$ cat src/rtl/mem_cmd_issuer_if.sv
// mem_cmd_issuer_if: host command channel plus memory-controller command bus.
// master = host/controller side, slave = the issuer.
interface mem_cmd_issuer_if;
    logic        cmd_valid;
    logic        cmd_ready;
    logic [2:0]  cmd_op;
    logic [16:0] cmd_addr;
    logic [2:0]  cmd_zoom;
    logic        mc_enable;
    logic [2:0]  mc_operation;
    logic [16:0] mc_addr_base;
    logic [2:0]  mc_zoom;
    logic        mc_done;
    modport master (
        output cmd_valid, cmd_op, cmd_addr, cmd_zoom, mc_done,
        input  cmd_ready, mc_enable, mc_operation, mc_addr_base, mc_zoom
    );
    modport slave (
        input  cmd_valid, cmd_op, cmd_addr, cmd_zoom, mc_done,
        output cmd_ready, mc_enable, mc_operation, mc_addr_base, mc_zoom
    );
endinterface

$ cat src/rtl/mem_cmd_issuer.sv
// mem_cmd_issuer: queues host memory commands and issues them one at a time to a memory controller.
// Define MEM_CMD_ISSUER_TIMEOUT_EN to build the WAIT-state watchdog.
module mem_cmd_issuer #(
    parameter int FIFO_DEPTH     = 4,
    parameter int TIMEOUT_CYCLES = 1024
) (
    input  logic            clock,
    input  logic            reset_n,
    mem_cmd_issuer_if.slave bus,
    input  logic            err_clear,
    output logic            cmd_done,
    output logic            busy,
    output logic [4:0]      queue_level,
    output logic            err_invalid,
    output logic            err_timeout
);
    localparam int AW = $clog2(FIFO_DEPTH);
    typedef enum logic [1:0] {IDLE, ISSUE, WAIT_ACK, WAIT_DONE} state_t;
    state_t state, state_nxt;
    logic [22:0] mem [FIFO_DEPTH];
    logic [AW-1:0] wr_ptr, rd_ptr;
    logic accept, push, pop, tout;
    assign bus.cmd_ready = queue_level != 5'(FIFO_DEPTH);
    assign accept = bus.cmd_valid && bus.cmd_ready;
    assign push = accept && bus.cmd_op != 3'b000 && bus.cmd_op != 3'b111;
    assign busy = state != IDLE || queue_level != 5'd0;
    always_ff @(posedge clock) begin
        if (push) mem[wr_ptr] <= {bus.cmd_op, bus.cmd_addr, bus.cmd_zoom};
    end
    always_ff @(posedge clock or negedge reset_n) begin
        if (!reset_n) state <= IDLE;
        else state <= state_nxt;
    end
    always_ff @(posedge clock or negedge reset_n) begin
        if (!reset_n) begin
            wr_ptr           <= '0;
            rd_ptr           <= '0;
            queue_level      <= '0;
            bus.mc_operation <= '0;
            bus.mc_addr_base <= '0;
            bus.mc_zoom      <= '0;
            err_invalid      <= 1'b0;
        end else begin
            wr_ptr      <= wr_ptr + AW'(push);
            rd_ptr      <= rd_ptr + AW'(pop);
            queue_level <= queue_level + 5'(push) - 5'(pop);
            if (pop) {bus.mc_operation, bus.mc_addr_base, bus.mc_zoom} <= mem[rd_ptr];
            err_invalid <= (accept && !push) || (err_invalid && !err_clear);
        end
    end
    always_comb begin
        state_nxt     = state;
        pop           = 1'b0;
        bus.mc_enable = 1'b0;
        cmd_done      = 1'b0;
        case (state)
            IDLE: if (queue_level != 5'd0 && bus.mc_done) begin
                pop       = 1'b1;
                state_nxt = ISSUE;
            end
            ISSUE: begin
                bus.mc_enable = 1'b1;
                state_nxt     = WAIT_ACK;
            end
            WAIT_ACK: if (!bus.mc_done) state_nxt = WAIT_DONE;
            WAIT_DONE: if (bus.mc_done) begin
                cmd_done  = 1'b1;
                state_nxt = IDLE;
            end
        endcase
        if (tout) begin
            state_nxt = IDLE;
            cmd_done  = 1'b0;
        end
    end
`ifdef MEM_CMD_ISSUER_TIMEOUT_EN
    logic [15:0] wd_cnt;
    logic waiting;
    assign waiting = state == WAIT_ACK || state == WAIT_DONE;
    // budget covers both wait states together, fires on the TIMEOUT_CYCLES-th waiting cycle
    assign tout = waiting && wd_cnt == 16'(TIMEOUT_CYCLES - 1);
    always_ff @(posedge clock or negedge reset_n) begin
        if (!reset_n) begin
            wd_cnt      <= '0;
            err_timeout <= 1'b0;
        end else begin
            wd_cnt      <= (waiting && !tout) ? wd_cnt + 16'd1 : 16'd0;
            err_timeout <= tout || (err_timeout && !err_clear);
        end
    end
`else
    assign tout = 1'b0;
    // watchdog compiled out; the parameter stays referenced so both builds share one interface
    assign err_timeout = TIMEOUT_CYCLES < 0;
`endif
endmodule

$ cat src/flat_wrapper.sv
// flat-port wrapper written by rule: the top's interface ports become plain ports
module mem_cmd_issuer_flat 
#(
    parameter int FIFO_DEPTH     = 4,
    parameter int TIMEOUT_CYCLES = 1024
)
  (clock, reset_n, err_clear, cmd_done, busy, queue_level, err_invalid, err_timeout, bus_cmd_valid, bus_cmd_op, bus_cmd_addr, bus_cmd_zoom, bus_mc_done, bus_cmd_ready, bus_mc_enable, bus_mc_operation, bus_mc_addr_base, bus_mc_zoom);
  mem_cmd_issuer_if bus_i ();
  input  logic clock;
  input  logic reset_n;
  input  logic err_clear;
  output logic cmd_done;
  output logic busy;
  output logic [4:0] queue_level;
  output logic err_invalid;
  output logic err_timeout;
  input wire logic [$bits(bus_i.cmd_valid)-1:0] bus_cmd_valid;
  input wire logic [$bits(bus_i.cmd_op)-1:0] bus_cmd_op;
  input wire logic [$bits(bus_i.cmd_addr)-1:0] bus_cmd_addr;
  input wire logic [$bits(bus_i.cmd_zoom)-1:0] bus_cmd_zoom;
  input wire logic [$bits(bus_i.mc_done)-1:0] bus_mc_done;
  output wire logic [$bits(bus_i.cmd_ready)-1:0] bus_cmd_ready;
  output wire logic [$bits(bus_i.mc_enable)-1:0] bus_mc_enable;
  output wire logic [$bits(bus_i.mc_operation)-1:0] bus_mc_operation;
  output wire logic [$bits(bus_i.mc_addr_base)-1:0] bus_mc_addr_base;
  output wire logic [$bits(bus_i.mc_zoom)-1:0] bus_mc_zoom;
  assign bus_i.cmd_valid = bus_cmd_valid;
  assign bus_i.cmd_op = bus_cmd_op;
  assign bus_i.cmd_addr = bus_cmd_addr;
  assign bus_i.cmd_zoom = bus_cmd_zoom;
  assign bus_i.mc_done = bus_mc_done;
  assign bus_cmd_ready = bus_i.cmd_ready;
  assign bus_mc_enable = bus_i.mc_enable;
  assign bus_mc_operation = bus_i.mc_operation;
  assign bus_mc_addr_base = bus_i.mc_addr_base;
  assign bus_mc_zoom = bus_i.mc_zoom;
  mem_cmd_issuer #(.FIFO_DEPTH(FIFO_DEPTH), .TIMEOUT_CYCLES(TIMEOUT_CYCLES)) u_core (.clock(clock), .reset_n(reset_n), .bus(bus_i), .err_clear(err_clear), .cmd_done(cmd_done), .busy(busy), .queue_level(queue_level), .err_invalid(err_invalid), .err_timeout(err_timeout));
endmodule
$ cat config.mk
export PLATFORM = sky130hd
export DESIGN_NAME = mem_cmd_issuer_flat
export DESIGN_NICKNAME = d
export VERILOG_FILES = /design/src/rtl/mem_cmd_issuer_if.sv /design/src/rtl/mem_cmd_issuer.sv /design/src/flat_wrapper.sv
export SDC_FILE = /design/constraint.sdc
export NUM_CORES = 1
export LEC_CHECK = 0
export CORE_ASPECT_RATIO = 0.9
export CORE_MARGIN = 1.5
export CORE_UTILIZATION = 59
export DETAILED_ROUTE_END_ITERATION = 8
export PLACE_DENSITY = 0.82
export SLEW_MARGIN = 20
export SYNTH_ARGS = -nofsm -noshare
export SYNTH_HDL_FRONTEND = slang
export SYNTH_SLANG_ARGS = --single-unit
$ cat constraint.sdc
create_clock -name clock -period 6.12 [get_ports clock]
set_clock_uncertainty 0.05 [all_clocks]
set_input_delay 0.612 -clock clock [delete_from_list [all_inputs] [get_ports clock]]
set_output_delay 0.612 -clock clock [all_outputs]
set_load 0.005 [all_outputs]
==> metrics <==
row count=31; PwrDens=509 nW/µm²; unrepaired setup endpoints after global routing=false; crit end category=flip-flop; largest net degree at the start of global routing=36; most common cell in the netlist=edfxtp_1; Via Count=around 2400; Worst Hold Class=in2async; final slew viol count=0; worst skew pair latency=roughly 510 ps; Cells after DPL=398; Leak Pwr=2.34 nW; Power Total=3.21 mW; CTS clk-pin slew, worst paths=60 ps; Crit Path Class=reg2reg; post-cts hold buffer count=0; non-filler cells in the finished layout=430; Yosys Warn Count=0; WL per Instance=20.4 µm; Post-synth ARST share=around 28%; number of synthesized flops with an enable pin=92; Die H=90.6 µm; WL final=8760 µm; fmax=approximately 300 MHz; DRT iter0 DRCs=168; Core ar.=8150 µm²; Die Area=9090 µm²; Data arrival, critical path=3700 ps; Synth Flop Type=edfxtp_1; I/O pin cnt=between 60 and 70; htree depth=4; Final period util=54.2%; IO buf count=60; share of the synthesized area in the top cell type=54.9%; pre-CTS setup slack=2480 ps; first-pass GRT wire length=14100 µm; hpwl dp=5280 µm; #FFs+latches synth=between 100 and 150; Startpoint Class=flip-flop; status=finished, final reports clean; critical path, cell by cell=inv_1 -> ha_1 -> or4b_4 -> nand2_2 -> nor2_4 -> ha_1 -> inv_1 -> ha_1 -> inv_1 -> fa_1 -> inv_1 -> a21oi_1 -> o21bai_1 -> xnor2_1; Num CTS Buffers=17; Net Count, Synth=286; Final min period=roughly 3300 ps; Worst slew margin=between 30% and 40%; # clock sinks=about 130; Max Cap Violations=0; Commonest cells post-synth=edfxtp_1 (92), dfrtp_1 (35), mux4_2 (23); worst ir drop on vdd=232 µV; Crit Path Max Fanout=25; Placer Congestion=0.833; Mean Syn Cell Area=20.6 µm²; CTS tree=built; Layout area overhead=25.4%; first-pass detailed-route iteration total=4; drt via density=5.65; post-route ant nets=0; initial core utilization=61.8%; number of global-route vias before repair=2702; initial antenna violation count=0; CTS root buf=clkbuf_8; Worst-Margin Slew=~1000 ps; Post-Synthesis Cells=244; sequential area share after synthesis=72.3%; slowest CP cell=nor2_4; Fin Setup TNS=0 ps; WHS=156 ps; worst endpoint required time=6500 ps; Max clock buf depth=2; DR DRC count=0; Die X=100 µm; CP peak stage delay=770 ps; number of post-CTS setup repair buffers=0; share of cells above drive strength 1=27.2%; distinct cell type count after synthesis=36; Final Hold Fails=0; Worst Setup Slack, final=around 2800 ps; cell mode on critical path=inv_1; area leader, netlist=edfxtp_1; Layout Nets=360; GRT overflow=0; synth top area cells=edfxtp_1 (55%), dfrtp_1 (17%), mux4_2 (10%), mux2_4 (5.7%), ha_1 (3.2%); setup violators final=0; fillers=430; Resized Gates After CTS=0; Total Routing Usage GR=~22%; Mapped Area=5030 µm²; # diodes=0
sequential cells by signal (all words and copies together), names as in the netlist:
| signal | count |
|---|---|
| u_core.bus.mc_addr_base | 17 |
| u_core.bus.mc_operation | 3 |
| u_core.bus.mc_zoom | 3 |
| u_core.err_invalid | 1 |
| u_core.mem | 92 |
| u_core.queue_level | 5 |
| u_core.rd_ptr | 2 |
| u_core.state | 2 |
| u_core.wr_ptr | 2 |
power by group:
group	switching (mW)	internal (mW)
clock network	0.354	0.609
registers	0.195	1.16
logic	0.314	0.582
total	0.862	2.35
kinds of logic (layout without fill, tap and decap cells):
kind of cell	Yosys count	in the layout	synth area share (%)
flops	127	127	72.3
mux	48	48	17.3
buf+inv	22	109	2.09
simple gates	18	18	2.46
fa+ha+maj	14	14	3.63
compound gates	8	8	1.04
xor+xnor	6	6	1.04
other cells	1	1	0.0746
routing by layer:
layer  GRT usage, %  share of wire [%]  up-vias  wire length, µm
li1               -                  -     1098                -
met1           27.7                 42     1236             3670
met2           35.9                 52       85             4520
met3           6.97                5.4        9              473
met4           8.57                1.1        0               96
met5              0                  0        -                0
stage by stage:
step | area (µm²) | util [%]
5_1_grt | 6310 | 77.5
6_report | 6310 | 77.5
4_1_cts | 6310 | 77.4
2_1_floorplan | 5030 | -
3_3_place_gp | 5730 | 70.4
3_5_place_dp | 5730 | 70.4
worst max-delay path, delay by kind of cell, from the launching register on:
family | cells | cell delay, ps
AOI/OAI and AO/OA | 2 | 230
xor gates and xnor gates | 1 | 140
adders and majority gates | 4 | 1130
buffers and inverters | 4 | 250
DFF | 1 | 380
and+or+nand+nor | 3 | 1050
layout make-up:
type | count | area [µm²] | area share [%]
tap | 99 | 124 | 1.96
sequential | 127 | 3640 | 57.7
timing repair buffer | 64 | 626 | 9.92
multi-input combinational | 95 | 1290 | 20.5
clock inverter | 10 | 113 | 1.79
clock buffer | 22 | 463 | 7.34
inverter | 13 | 48.8 | 0.774
final timing paths:
path	from	end	slack, ps	depth (start not counted)
setup / recovery	u_core.queue_level[2]$_DFF_PN0_	u_core.queue_level[4]$_DFF_PN0_	2800	14
hold / removal	reset_n	u_core.state[0]$_DFFE_PN0P_	160	1
setup reg to reg	u_core.queue_level[2]$_DFF_PN0_	u_core.queue_level[4]$_DFF_PN0_	2800	14
hold reg to reg	u_core.bus.mc_zoom[2]$_DFFE_PN0P_	u_core.bus.mc_zoom[2]$_DFFE_PN0P_	460	1
max in group asynchronous	reset_n	u_core.rd_ptr[0]$_DFF_PN0_	5270	1
min in group clock	u_core.bus.mc_zoom[2]$_DFFE_PN0P_	u_core.bus.mc_zoom[2]$_DFFE_PN0P_	460	1
cells in the final DEF (no fill, tap or decap), types with 4 or more instances in the layout:
cell type	instances
dfrtp_1	33
mux2_4	19
buf_4	4
clkbuf_8	4
mux2_2	6
clkinvlp_4	4
ha_1	13
clkbuf_16	16
mux4_2	23
edfxtp_1	92
xor2_1	4
inv_1	13
clkdlybuf4s50_1	59
(Power assumes the default switching activity.)
==> edit, RTL diff (same settings) <==
Encoding of `state_t`: now Gray code (2 bits for 4 states).
--- a/src/rtl/mem_cmd_issuer.sv
+++ b/src/rtl/mem_cmd_issuer.sv
@@ -16,5 +16,5 @@
 );
     localparam int AW = $clog2(FIFO_DEPTH);
-    typedef enum logic [1:0] {IDLE, ISSUE, WAIT_ACK, WAIT_DONE} state_t;
+    typedef enum logic [1:0] {IDLE = 2'b00, ISSUE = 2'b01, WAIT_ACK = 2'b11, WAIT_DONE = 2'b10} state_t;
     state_t state, state_nxt;
     logic [22:0] mem [FIFO_DEPTH];
Formal check against the unedited RTL: no difference found for any inputs over 10 cycles, from zero or initial values and one cycle with reset_n low; not proved beyond that.
==> edit against the unedited design <==
The run now ends with DRC left; total power is 4.8% lower; design area is 2.6% lower; worst setup slack better by 0.22 ns; synthesized area down 2.7%; first-iteration DRC count is 19% lower; synthesized cell count fell by 2.5%; sequential cell count is the same; routed wire length decreased by 6.3%; global-route usage fell by 1.2 points; critical endpoint unchanged; largest cell class unchanged.
==> edit: results (changes against the unedited design) <==
| Metric | Value |
|---|---|
| Drt first pass iters | 6 (+2) |
| Biggest registers after layout | u_core.mem x92, u_core.bus.mc_addr_base x17, u_core.queue_level x5 |
| Placed inst area | 0.00558 mm^2 (-2.6%) |
| Via density | 5.54 (-2.0%) |
| Lkg Pwr | 2.27 nW (-3.4%) |
| Placed insts | 392 (-1.5%) |
| DP Worst Slack | 2.59 ns (+0.114 ns) |
| Synth unique cells | 33 (-8.3%) |
| Crit-path max cell delay | 0.55 ns (-0.22 ns) |
| Synthesized Nets | 275 (-3.8%) |
| Reg2Reg Depth | 14 (unchanged) |
| Nets | 349 (-3.1%) |
| Antenna violations before repair | 0 (unchanged) |
| Worst hold margin | 0.163 ns (+0.00705 ns) |
| Post-synth ARST share | 27.6% (unchanged) |
| RR Startpoint | u_core.queue_level[2] |
| Top post-synthesis cells by area | edfxtp_1, dfrtp_1, mux4_2 |
| Worst VDD drop | 302 uV (+30%) |
| Slew headroom | 24.2% (-8.5 points) |
| CTS resizes | 0 (unchanged) |
| Buffers on Ports | 60 (unchanged) |
| EDFF count, synth | 92 (unchanged) |
| Placer congestion estimate | 0.762 (-8.4%) |
| Vias in the first global route | 2558 (-5.3%) |
| Most instantiated cells after synthesis | edfxtp_1, dfrtp_1, mux2_2 |
| Starting DRT DRC Count | 136 (-19%) |
| H-tree depth | 4 (unchanged) |
| Layout cells sized above 1 | 26.2% (-1.0 points) |
| GRT Overall Usage | 20.8% (-1.2 points) |
| Crit-path slowest cell | nand3_2 |
| Status | finished, violations left |
| Routed Wire Length | 8210 um (-6.3%) |
| Critical path peak fanout | 24 (-4.0%) |
| Cell family with most CP delay | adder cells |
| Syn_area_per_cell | 20.6 um^2 (-0.26%) |
| First-pass GRT wire length | 13100 um (-7.4%) |
| Clk pin slew, worst setup/hold paths | 0.06 ns (about the same) |
| Slack of the worst reg-to-reg path | 3.02 ns (+0.22 ns) |
| Hold WC Path Type | input port to async pin |
| Leading register cell type out of synthesis | edfxtp_1 |
| Clock Path Buffers | 2 (unchanged) |
| Dpl hpwl | 4970 um (-5.8%) |
| Antenna diodes | 0 (unchanged) |
| Failing checks | DRC |
| DR DRC count | 3 (+3) |
| # Post-CTS Setup Buffers | 0 (unchanged) |
| Register area share after synthesis | 74.4% (+2.0 points) |
| CP Data Arrival Time | 3.48 ns (-0.22 ns) |
| Fin cells | 424 (-1.4%) |
edit: cell types whose count changed after synthesis, sizes merged, moves of 2 or more:
cell    delta
clkbuf     -2
nand3      +2
nand2b     +2
nand2      +3
buf        +2
inv        -2
mux2       -2
ha         -5
edit: worst max path at each step:
stage	startpoint	endpoint	slack, ns
after CTS	u_core.queue_level[2]	u_core.queue_level[4]	3.00
final	u_core.queue_level[2]	u_core.queue_level[4]	3.02
after detailed placement	bus_mc_done	u_core.queue_level[4]	2.59
after floorplan	bus_cmd_op[2]	u_core.mem[0][0]	2.75
after global placement	bus_mc_done	u_core.queue_level[4]	2.76
after global routing	u_core.queue_level[1]	u_core.queue_level[4]	2.72
edit: area by class of cell:
| type | count | area (um^2) |
|---|---|---|
| inverter | 11 | 41.3 |
| tap | 99 | 124 |
| sequential | 127 | 3640 |
| clock buffer | 18 | 418 |
| multi-input combinational | 91 | 1150 |
| clock inverter | 14 | 144 |
| timing repair buffer | 64 | 626 |
| fill | 463 | 1890 |
edit: logic make-up after synthesis:
logic type	share of synthesized area, %
buf+inv	2.28
compound gates	0.870
flops	74.4
xor+xnor	1.07
simple gates	2.79
mux	16.1
other cells	0.0766
fa+ha+maj	2.45
edit: where the power goes:
| group | internal [mW] | switching (mW) | leakage, nW | total (mW) |
|---|---|---|---|---|
| clock network | 0.578 | 0.357 | 0.275 | 0.936 |
| logic | 0.507 | 0.277 | 0.738 | 0.784 |
| registers | 1.15 | 0.182 | 1.25 | 1.34 |
edit: routing by layer:
metal	GRT usage [%]	part of all wire [%]
met2	36.2	53
met5	0	0
met3	5.94	4.1
met1	25.7	42
met4	7.01	0.93
